$ cat config.mk
export PLATFORM = sky130hd
export DESIGN_NAME = arith_issue_queue_flat
export DESIGN_NICKNAME = d
export VERILOG_FILES = /design/src/rtl/arith_issue_queue_if.sv /design/src/rtl/arith_issue_queue.sv /design/src/flat_wrapper.sv
export SDC_FILE = /design/constraint.sdc
export NUM_CORES = 1
export LEC_CHECK = 0
export ABC_AREA = 1
export BUFFER_PORTS_ARGS = -buffer_cell sky130_fd_sc_hd__buf_2
export CORE_MARGIN = 8
export CORE_UTILIZATION = 25
export CTS_BUF_LIST = sky130_fd_sc_hd__clkbuf_4 sky130_fd_sc_hd__clkbuf_8
export CTS_CLUSTER_SIZE = 28
export DETAILED_ROUTE_END_ITERATION = 10
export SETUP_SLACK_MARGIN = 0.4
export SLEW_MARGIN = 25
export SYNTH_ARGS = -nofsm -noshare
export SYNTH_HDL_FRONTEND = slang
export SYNTH_SLANG_ARGS = --single-unit
$ cat constraint.sdc
create_clock -name i_clk -period 10.2 [get_ports i_clk]
set_clock_uncertainty 0.2 [all_clocks]
set_input_delay 0.51 -clock i_clk [delete_from_list [all_inputs] [get_ports i_clk]]
set_output_delay 0.51 -clock i_clk [all_outputs]
set_load 0.02 [all_outputs]
$ cat src/rtl/arith_issue_queue_if.sv
// Dispatch, wakeup (CDB), issue and status bundle for the arithmetic issue queue.
// master = dispatcher/pipeline side, slave = the queue itself.
interface arith_issue_queue_if #(
  parameter int DEPTH = 4,
  parameter int TAG_W = 5
);
  localparam int CW = $clog2(DEPTH + 1);

  logic             flush;
  logic             disp_valid;
  logic             disp_ready;
  logic [3:0]       disp_opcode;
  logic [TAG_W-1:0] disp_rob;
  logic [TAG_W-1:0] disp_dest;
  logic [TAG_W-1:0] disp_flag;
  logic             disp_a_rdy;
  logic             disp_b_rdy;
  logic             disp_f_rdy;
  logic [TAG_W-1:0] disp_a_tag;
  logic [TAG_W-1:0] disp_b_tag;
  logic [TAG_W-1:0] disp_f_tag;
  logic [7:0]       disp_a_val;
  logic [7:0]       disp_b_val;
  logic [7:0]       disp_f_val;
  logic             cdb_valid;
  logic [TAG_W-1:0] cdb_tag;
  logic [7:0]       cdb_val;
  logic             issue_valid;
  logic [3:0]       issue_opcode;
  logic [TAG_W-1:0] issue_rob;
  logic [TAG_W-1:0] issue_dest;
  logic [TAG_W-1:0] issue_flag;
  logic [7:0]       issue_a;
  logic [7:0]       issue_b;
  logic [7:0]       issue_f;
  logic [CW-1:0]    count;

  modport master (
    output flush, disp_valid, disp_opcode, disp_rob, disp_dest, disp_flag,
           disp_a_rdy, disp_b_rdy, disp_f_rdy, disp_a_tag, disp_b_tag, disp_f_tag,
           disp_a_val, disp_b_val, disp_f_val, cdb_valid, cdb_tag, cdb_val,
    input  disp_ready, issue_valid, issue_opcode, issue_rob, issue_dest, issue_flag,
           issue_a, issue_b, issue_f, count
  );

  modport slave (
    input  flush, disp_valid, disp_opcode, disp_rob, disp_dest, disp_flag,
           disp_a_rdy, disp_b_rdy, disp_f_rdy, disp_a_tag, disp_b_tag, disp_f_tag,
           disp_a_val, disp_b_val, disp_f_val, cdb_valid, cdb_tag, cdb_val,
    output disp_ready, issue_valid, issue_opcode, issue_rob, issue_dest, issue_flag,
           issue_a, issue_b, issue_f, count
  );
endinterface

$ cat src/rtl/arith_issue_queue.sv
// Age-ordered compacting reservation station for ALU micro-ops: captures CDB
// results, issues the oldest fully-ready entry per cycle through registered outputs.
module arith_issue_queue #(
  parameter int DEPTH = 4,
  parameter int TAG_W = 5
) (
  input logic               i_clk,
  input logic               i_rst,
  arith_issue_queue_if.slave io_bus
);
  localparam int CW = $clog2(DEPTH + 1);
  localparam int IW = $clog2(DEPTH);

  typedef struct packed {
    logic             rdy;
    logic [TAG_W-1:0] tag;
    logic [7:0]       val;
  } opnd_t;

  typedef struct packed {
    logic [3:0]       opcode;
    logic [TAG_W-1:0] rob;
    logic [TAG_W-1:0] dest;
    logic [TAG_W-1:0] flag;
    opnd_t            a;
    opnd_t            b;
    opnd_t            f;
  } entry_t;

  entry_t           r_slot [DEPTH];
  logic [CW-1:0]    r_count;
  logic             r_iss_valid;
  logic [3:0]       r_iss_opcode;
  logic [TAG_W-1:0] r_iss_rob;
  logic [TAG_W-1:0] r_iss_dest;
  logic [TAG_W-1:0] r_iss_flag;
  logic [7:0]       r_iss_a;
  logic [7:0]       r_iss_b;
  logic [7:0]       r_iss_f;

  entry_t           w_shift [DEPTH];
  entry_t           w_next  [DEPTH];
  entry_t           w_new;
  entry_t           w_sel_ent;
  logic             w_sel_valid;
  logic [IW-1:0]    w_sel_idx;
  logic             w_accept;
  logic [CW-1:0]    w_cnt_rem;
  logic [CW-1:0]    w_cnt_next;

  function automatic opnd_t wake(input opnd_t o, input logic v,
                                 input logic [TAG_W-1:0] t, input logic [7:0] d);
    opnd_t r;
    r = o;
    if (v && !o.rdy && (o.tag == t)) begin
      r.rdy = 1'b1;
      r.val = d;
    end
    return r;
  endfunction

  assign w_accept = io_bus.disp_valid && (r_count < CW'(DEPTH));

  // Select looks at stored readiness only; operands woken this cycle wait a cycle.
  always_comb begin
    w_sel_valid = 1'b0;
    w_sel_idx   = '0;
    for (int i = DEPTH - 1; i >= 0; i--) begin
      if ((CW'(i) < r_count) && r_slot[i].a.rdy && r_slot[i].b.rdy && r_slot[i].f.rdy) begin
        w_sel_valid = 1'b1;
        w_sel_idx   = IW'(i);
      end
    end
  end

  assign w_sel_ent = r_slot[w_sel_idx];

  always_comb begin
    w_new.opcode = io_bus.disp_opcode;
    w_new.rob    = io_bus.disp_rob;
    w_new.dest   = io_bus.disp_dest;
    w_new.flag   = io_bus.disp_flag;
    w_new.a      = wake('{rdy: io_bus.disp_a_rdy, tag: io_bus.disp_a_tag, val: io_bus.disp_a_val},
                        io_bus.cdb_valid, io_bus.cdb_tag, io_bus.cdb_val);
    w_new.b      = wake('{rdy: io_bus.disp_b_rdy, tag: io_bus.disp_b_tag, val: io_bus.disp_b_val},
                        io_bus.cdb_valid, io_bus.cdb_tag, io_bus.cdb_val);
    w_new.f      = wake('{rdy: io_bus.disp_f_rdy, tag: io_bus.disp_f_tag, val: io_bus.disp_f_val},
                        io_bus.cdb_valid, io_bus.cdb_tag, io_bus.cdb_val);
  end

  // Remove the issued slot, wake the compacted contents, then append behind them.
  always_comb begin
    w_cnt_rem  = r_count - CW'(w_sel_valid);
    w_cnt_next = w_cnt_rem + CW'(w_accept);
    for (int i = 0; i < DEPTH; i++) begin
      w_shift[i] = r_slot[i];
    end
    for (int i = 0; i < DEPTH - 1; i++) begin
      if (w_sel_valid && (IW'(i) >= w_sel_idx)) begin
        w_shift[i] = r_slot[i + 1];
      end
    end
    for (int i = 0; i < DEPTH; i++) begin
      w_next[i]   = w_shift[i];
      w_next[i].a = wake(w_shift[i].a, io_bus.cdb_valid, io_bus.cdb_tag, io_bus.cdb_val);
      w_next[i].b = wake(w_shift[i].b, io_bus.cdb_valid, io_bus.cdb_tag, io_bus.cdb_val);
      w_next[i].f = wake(w_shift[i].f, io_bus.cdb_valid, io_bus.cdb_tag, io_bus.cdb_val);
      if (w_accept && (CW'(i) == w_cnt_rem)) begin
        w_next[i] = w_new;
      end
    end
  end

  always_ff @(posedge i_clk or posedge i_rst) begin
    if (i_rst) begin
      for (int i = 0; i < DEPTH; i++) begin
        r_slot[i] <= '0;
      end
      r_count      <= '0;
      r_iss_valid  <= 1'b0;
      r_iss_opcode <= '0;
      r_iss_rob    <= '0;
      r_iss_dest   <= '0;
      r_iss_flag   <= '0;
      r_iss_a      <= '0;
      r_iss_b      <= '0;
      r_iss_f      <= '0;
    end else if (io_bus.flush) begin
      r_count     <= '0;
      r_iss_valid <= 1'b0;
    end else begin
      for (int i = 0; i < DEPTH; i++) begin
        r_slot[i] <= w_next[i];
      end
      r_count     <= w_cnt_next;
      r_iss_valid <= w_sel_valid;
      if (w_sel_valid) begin
        r_iss_opcode <= w_sel_ent.opcode;
        r_iss_rob    <= w_sel_ent.rob;
        r_iss_dest   <= w_sel_ent.dest;
        r_iss_flag   <= w_sel_ent.flag;
        r_iss_a      <= w_sel_ent.a.val;
        r_iss_b      <= w_sel_ent.b.val;
        r_iss_f      <= w_sel_ent.f.val;
      end
    end
  end

  assign io_bus.disp_ready   = (r_count < CW'(DEPTH));
  assign io_bus.count        = r_count;
  assign io_bus.issue_valid  = r_iss_valid;
  assign io_bus.issue_opcode = r_iss_opcode;
  assign io_bus.issue_rob    = r_iss_rob;
  assign io_bus.issue_dest   = r_iss_dest;
  assign io_bus.issue_flag   = r_iss_flag;
  assign io_bus.issue_a      = r_iss_a;
  assign io_bus.issue_b      = r_iss_b;
  assign io_bus.issue_f      = r_iss_f;
endmodule

$ cat src/flat_wrapper.sv
// flat-port wrapper written by rule: the top's interface ports become plain ports
module arith_issue_queue_flat 
#(
  parameter int DEPTH = 4,
  parameter int TAG_W = 5
)
  (i_clk, i_rst, io_bus_flush, io_bus_disp_valid, io_bus_disp_opcode, io_bus_disp_rob, io_bus_disp_dest, io_bus_disp_flag, io_bus_disp_a_rdy, io_bus_disp_b_rdy, io_bus_disp_f_rdy, io_bus_disp_a_tag, io_bus_disp_b_tag, io_bus_disp_f_tag, io_bus_disp_a_val, io_bus_disp_b_val, io_bus_disp_f_val, io_bus_cdb_valid, io_bus_cdb_tag, io_bus_cdb_val, io_bus_disp_ready, io_bus_issue_valid, io_bus_issue_opcode, io_bus_issue_rob, io_bus_issue_dest, io_bus_issue_flag, io_bus_issue_a, io_bus_issue_b, io_bus_issue_f, io_bus_count);
  arith_issue_queue_if #(.DEPTH(DEPTH), .TAG_W(TAG_W)) io_bus_i ();
  input logic i_clk;
  input logic i_rst;
  input wire logic [$bits(io_bus_i.flush)-1:0] io_bus_flush;
  input wire logic [$bits(io_bus_i.disp_valid)-1:0] io_bus_disp_valid;
  input wire logic [$bits(io_bus_i.disp_opcode)-1:0] io_bus_disp_opcode;
  input wire logic [$bits(io_bus_i.disp_rob)-1:0] io_bus_disp_rob;
  input wire logic [$bits(io_bus_i.disp_dest)-1:0] io_bus_disp_dest;
  input wire logic [$bits(io_bus_i.disp_flag)-1:0] io_bus_disp_flag;
  input wire logic [$bits(io_bus_i.disp_a_rdy)-1:0] io_bus_disp_a_rdy;
  input wire logic [$bits(io_bus_i.disp_b_rdy)-1:0] io_bus_disp_b_rdy;
  input wire logic [$bits(io_bus_i.disp_f_rdy)-1:0] io_bus_disp_f_rdy;
  input wire logic [$bits(io_bus_i.disp_a_tag)-1:0] io_bus_disp_a_tag;
  input wire logic [$bits(io_bus_i.disp_b_tag)-1:0] io_bus_disp_b_tag;
  input wire logic [$bits(io_bus_i.disp_f_tag)-1:0] io_bus_disp_f_tag;
  input wire logic [$bits(io_bus_i.disp_a_val)-1:0] io_bus_disp_a_val;
  input wire logic [$bits(io_bus_i.disp_b_val)-1:0] io_bus_disp_b_val;
  input wire logic [$bits(io_bus_i.disp_f_val)-1:0] io_bus_disp_f_val;
  input wire logic [$bits(io_bus_i.cdb_valid)-1:0] io_bus_cdb_valid;
  input wire logic [$bits(io_bus_i.cdb_tag)-1:0] io_bus_cdb_tag;
  input wire logic [$bits(io_bus_i.cdb_val)-1:0] io_bus_cdb_val;
  output wire logic [$bits(io_bus_i.disp_ready)-1:0] io_bus_disp_ready;
  output wire logic [$bits(io_bus_i.issue_valid)-1:0] io_bus_issue_valid;
  output wire logic [$bits(io_bus_i.issue_opcode)-1:0] io_bus_issue_opcode;
  output wire logic [$bits(io_bus_i.issue_rob)-1:0] io_bus_issue_rob;
  output wire logic [$bits(io_bus_i.issue_dest)-1:0] io_bus_issue_dest;
  output wire logic [$bits(io_bus_i.issue_flag)-1:0] io_bus_issue_flag;
  output wire logic [$bits(io_bus_i.issue_a)-1:0] io_bus_issue_a;
  output wire logic [$bits(io_bus_i.issue_b)-1:0] io_bus_issue_b;
  output wire logic [$bits(io_bus_i.issue_f)-1:0] io_bus_issue_f;
  output wire logic [$bits(io_bus_i.count)-1:0] io_bus_count;
  assign io_bus_i.flush = io_bus_flush;
  assign io_bus_i.disp_valid = io_bus_disp_valid;
  assign io_bus_i.disp_opcode = io_bus_disp_opcode;
  assign io_bus_i.disp_rob = io_bus_disp_rob;
  assign io_bus_i.disp_dest = io_bus_disp_dest;
  assign io_bus_i.disp_flag = io_bus_disp_flag;
  assign io_bus_i.disp_a_rdy = io_bus_disp_a_rdy;
  assign io_bus_i.disp_b_rdy = io_bus_disp_b_rdy;
  assign io_bus_i.disp_f_rdy = io_bus_disp_f_rdy;
  assign io_bus_i.disp_a_tag = io_bus_disp_a_tag;
  assign io_bus_i.disp_b_tag = io_bus_disp_b_tag;
  assign io_bus_i.disp_f_tag = io_bus_disp_f_tag;
  assign io_bus_i.disp_a_val = io_bus_disp_a_val;
  assign io_bus_i.disp_b_val = io_bus_disp_b_val;
  assign io_bus_i.disp_f_val = io_bus_disp_f_val;
  assign io_bus_i.cdb_valid = io_bus_cdb_valid;
  assign io_bus_i.cdb_tag = io_bus_cdb_tag;
  assign io_bus_i.cdb_val = io_bus_cdb_val;
  assign io_bus_disp_ready = io_bus_i.disp_ready;
  assign io_bus_issue_valid = io_bus_i.issue_valid;
  assign io_bus_issue_opcode = io_bus_i.issue_opcode;
  assign io_bus_issue_rob = io_bus_i.issue_rob;
  assign io_bus_issue_dest = io_bus_i.issue_dest;
  assign io_bus_issue_flag = io_bus_i.issue_flag;
  assign io_bus_issue_a = io_bus_i.issue_a;
  assign io_bus_issue_b = io_bus_i.issue_b;
  assign io_bus_issue_f = io_bus_i.issue_f;
  assign io_bus_count = io_bus_i.count;
  arith_issue_queue #(.DEPTH(DEPTH), .TAG_W(TAG_W)) u_core (.i_clk(i_clk), .i_rst(i_rst), .io_bus(io_bus_i));
endmodule
==> Implementation_results.wiki <==
{| class="wikitable"
! Metric !! Value
|-
| Maximum count of clock buffers along a single path || 3
|-
| Core footprint || between 70000 and 80000 um^2
|-
| Slack of the worst reg-to-reg path || about 5500 ps
|-
| Floorplan die width || 289 um
|-
| FMAX || 0.214 GHz
|-
| Number of buffers inserted during clock tree synthesis || 54
|-
| Number of global-route vias before repair || 17700
|-
| Reg-to-reg endpoint || u_core.r_slot[149]$_DFFE_PP0N_
|-
| Proportion of layout cells with a drive suffix above 1 || 0.140
|-
| Height of the die || 289 um
|-
| Static leakage power || 0.00996 uW
|-
| Antenna violations before repair || 11
|-
| Die area || 83500 um^2
|-
| Most numerous cell types in the synthesized netlist || sky130_fd_sc_hd__nand2_1 (639), sky130_fd_sc_hd__nor2_1 (356), sky130_fd_sc_hd__dfrtp_1 (291)
|-
| Worst Hold End || u_core.r_slot[22]$_DFFE_PP0P_
|-
| Synth-to-layout area growth || 14.4%
|-
| Post-Route WL || 71400 um
|-
| Fraction of synthesized cell area taken by the top area cell type || 0.391
|-
| Final clock period utilization by the worst path || 0.459
|-
| Number of flip-flops and latches in the synthesized netlist || 291
|-
| Relative slew margins || 0.266
|-
| Largest cells by area after synthesis || sky130_fd_sc_hd__dfrtp_1 (39%), sky130_fd_sc_hd__nand2_1 (13%), sky130_fd_sc_hd__o21ai_0 (7.3%), sky130_fd_sc_hd__nor2_1 (7.2%), sky130_fd_sc_hd__nand3_1 (5.9%)
|-
| CTS tree || yes
|-
| Unrepaired setup endpoints after global routing || false
|-
| List of cells traversed by the critical path || nor2_4 -> nand2_2 -> nand3_4 -> nand4_1 -> ha_1 -> ha_1 -> inv_1 -> nor3_4 -> buf_4 -> inv_2 -> buf_4 -> o21ai_0 -> o22ai_1
|-
| Synthesized net count || approximately 2700
|-
| Kind of end point of the critical path || flop
|-
| Count of endpoints failing hold in the final timing report || 0
|-
| Number of distinct library cell variants in the gate-level netlist after synthesis || 43
|-
| Min-delay src || io_bus_disp_b_tag[0]
|-
| Buffer count from post-CTS setup fixing || 0
|-
| Largest net degree at the start of global routing || 98
|-
| Count of flip-flops with a built-in enable after synthesis || 0
|-
| Critical-path cell with the highest stage delay || sky130_fd_sc_hd__buf_4
|-
| Arrival time of the worst setup path || 5020 ps
|-
| Number of failing setup endpoints in the final timing report || 0
|-
| Clock Pin Slew Worst Setup and Hold Paths || 60 ps
|-
| Average cell area after synthesis || 7.00 um^2
|-
| Overall routing resource usage || 0.167
|-
| Vias || 18600
|-
| Yosys top cell by area || sky130_fd_sc_hd__dfrtp_1
|-
| Fin. max-slew vios || 0
|-
| Setup total negative slack || 0 ps
|-
| Primary FF master, synth || sky130_fd_sc_hd__dfrtp_1
|-
| First-pass GRT wire length || 109000 um
|-
| Worst hold path class || in -> reg
|-
| Final net count || 2808
|-
| 1st-pass router iterations || 6
|-
| Fraction of registers with async set or reset after synthesis || 1.00
|-
| CP delay by family, top || buffers and inverters
|-
| Detailed placement HPWL || 48200 um
|-
| DRC violation count after routing || 0
|-
| Sequential-to-total area share from yosys stat || 0.391
|-
| Pin slew with the least headroom to its limit || 1090 ps
|-
| DRT antenna net count || 0
|-
| Total of warnings raised by yosys || 0
|-
| Synth Instances || 2662
|-
| Initial DRC count || between 2000 and 2500
|-
| Endpoint required time on the critical path || 10530 ps
|-
| Placement Rows || 100
|-
| Reg2Reg Depth || 13
|-
| Number of stages on the worst hold path || 3
|-
| Worst Path Max Fanout || between 60 and 70
|-
| Max H-tree Level || 2
|-
| Number of max-cap violations || 0
|-
| Vias/cell || 4.99
|-
| Dominant cell by count in the synthesized netlist || sky130_fd_sc_hd__nand2_1
|-
| Peak supply drop || ~0.17 mV
|-
| PD cells || 273 nW/um^2
|-
| Number of buffers and inverters on the critical path || 4
|-
| Depth of the critical timing path with buffers and inverters included || 13
|-
| Total standard cell area after synthesis || 18600 um^2
|-
| Starting density of the core || 0.252
|-
| Placer congestion estimate || 0.873
|-
| Routed wirelength normalized by instance count || about 19 um
|-
| Final Critical Period || roughly 4700 ps
|-
| Cell Count, Final, Fillers Out || around 3700
|-
| Maximum single-stage delay on the critical path || 570 ps
|-
| Number of placed instances, taps included || roughly 3600
|-
| Clock Latency Late Sink || 680 ps
|-
| Crit path launch type || flop
|-
| Number of buffer cells added on primary ports || 126
|-
| Sink count of the clock tree || about 290
|-
| Outcome || finished, final reports clean
|-
| Number of primary I/O pins || ~130
|-
| Critical R2R Launch || u_core.io_bus.count[2]$_DFF_PP0_
|-
| Total congestion overflow || 0
|-
| Crit Path Category || reg -> reg
|-
| Master cell of the clock root buffer || sky130_fd_sc_hd__clkbuf_8
|}
layout by cell type, fill, tap and decap left out, types with 10 or more instances in the layout:
cell type / n
sky130_fd_sc_hd__nand4_1: 67
sky130_fd_sc_hd__nor2_2: 32
sky130_fd_sc_hd__o21ai_2: 10
sky130_fd_sc_hd__clkbuf_4: 16
sky130_fd_sc_hd__a31oi_1: 81
sky130_fd_sc_hd__o21ai_0: 271
sky130_fd_sc_hd__nand2_1: 638
sky130_fd_sc_hd__a21oi_1: 83
sky130_fd_sc_hd__nand3_2: 10
sky130_fd_sc_hd__nand2_2: 29
sky130_fd_sc_hd__buf_2: 126
sky130_fd_sc_hd__nand3_1: 220
sky130_fd_sc_hd__inv_1: 210
sky130_fd_sc_hd__buf_4: 19
sky130_fd_sc_hd__nor2_4: 11
sky130_fd_sc_hd__clkbuf_8: 71
sky130_fd_sc_hd__dlygate4sd3_1: 32
sky130_fd_sc_hd__o22ai_1: 45
sky130_fd_sc_hd__dfrtp_1: 291
sky130_fd_sc_hd__nand2_4: 10
sky130_fd_sc_hd__o21ai_1: 32
sky130_fd_sc_hd__o211ai_1: 27
sky130_fd_sc_hd__nor2_1: 352
final cells by class:
cell class | count | area, um^2
timing repair buffer | 179 | 1120
clock inverter | 7 | 76.3
sequential | 291 | 7280
clock buffer | 87 | 1100
multi-input combinational | 1976 | 9670
tap | 969 | 1210
inverter | 223 | 847
fill | 8154 | 52700
antenna | 6 | 15.0
registers in the layout, summed over array words and instances, names as in the netlist:
register                    cells
u_core.io_bus.count             3
u_core.io_bus.issue_a           8
u_core.io_bus.issue_b           8
u_core.io_bus.issue_dest        5
u_core.io_bus.issue_f           8
u_core.io_bus.issue_flag        5
u_core.io_bus.issue_opcode      4
u_core.io_bus.issue_rob         5
u_core.io_bus.issue_valid       1
u_core.r_slot                 244
what timing repair did:
| item | CTS | global route |
|---|---|---|
| hold buffers | 32 | 0 |
| gates resized for setup | 0 | 0 |
| endpoints found under the hold margin | 140 | 0 |
how the worst max path moves through the flow:
stage                                            end  slack [ps]                             start
floorplan           u_core.io_bus.count[0]$_DFF_PP0_        1460                             i_rst
global placement      u_core.r_slot[168]$_DFFE_PP0P_        5540  u_core.io_bus.count[2]$_DFF_PP0_
detailed placement    u_core.r_slot[182]$_DFFE_PP0P_        5350  u_core.io_bus.count[2]$_DFF_PP0_
CTS                   u_core.r_slot[182]$_DFFE_PP0P_        5330  u_core.io_bus.count[2]$_DFF_PP0_
global route            u_core.r_slot[6]$_DFFE_PP0P_        5220  u_core.io_bus.count[2]$_DFF_PP0_
finish                u_core.r_slot[149]$_DFFE_PP0N_        5520  u_core.io_bus.count[2]$_DFF_PP0_
where the power goes:
part / switching, uW / leakage [uW] / internal [uW]
combinational: 1770 / 0.00565 / 807
sequential: 349 / 0.00369 / 1650
clock: 548 / 0.000627 / 704
kinds of logic (layout without fill, tap and decap cells):
| logic type | after synthesis | after routing | synth area share |
|---|---|---|---|
| simple gates | 1401 | 1401 | 0.342 |
| compound gates | 559 | 559 | 0.167 |
| buf+inv | 395 | 496 | 0.0918 |
| flops | 291 | 291 | 0.391 |
| xor+xnor | 11 | 11 | 0.00517 |
| fa+ha+maj | 4 | 4 | 0.00269 |
| mux | 1 | 1 | 0.000604 |
| other cells | 0 | 6 | 0 |
stage by stage:
stage               utilization  hold slack, ps  cell area [um^2]  total power, uW  setup WS, ps
floorplan                     -             249             18600             3800          1460
global placement          0.267             262             19800             4530          5540
detailed placement        0.267             265             19800             4570          5350
CTS                       0.287            1.26             21300             5840          5330
global route              0.288            32.4             21300             6270          5220
finish                    0.288            19.0             21300             5830          5520
worst min-delay path, cell delays in order:
cell	delay (ps)
sky130_fd_sc_hd__buf_2	170
sky130_fd_sc_hd__nor2_1	120
sky130_fd_sc_hd__a21oi_1	50
per-layer routing:
layer / vias up / global-route usage / wire length, um
li1: 8963 / - / -
met1: 8780 / 0.223 / 31000
met2: 742 / 0.267 / 32700
met3: 145 / 0.0329 / 5520
met4: 10 / 0.0600 / 2190
met5: - / 0 / 62
No activity file was read; power rests on OpenSTA's default activity.
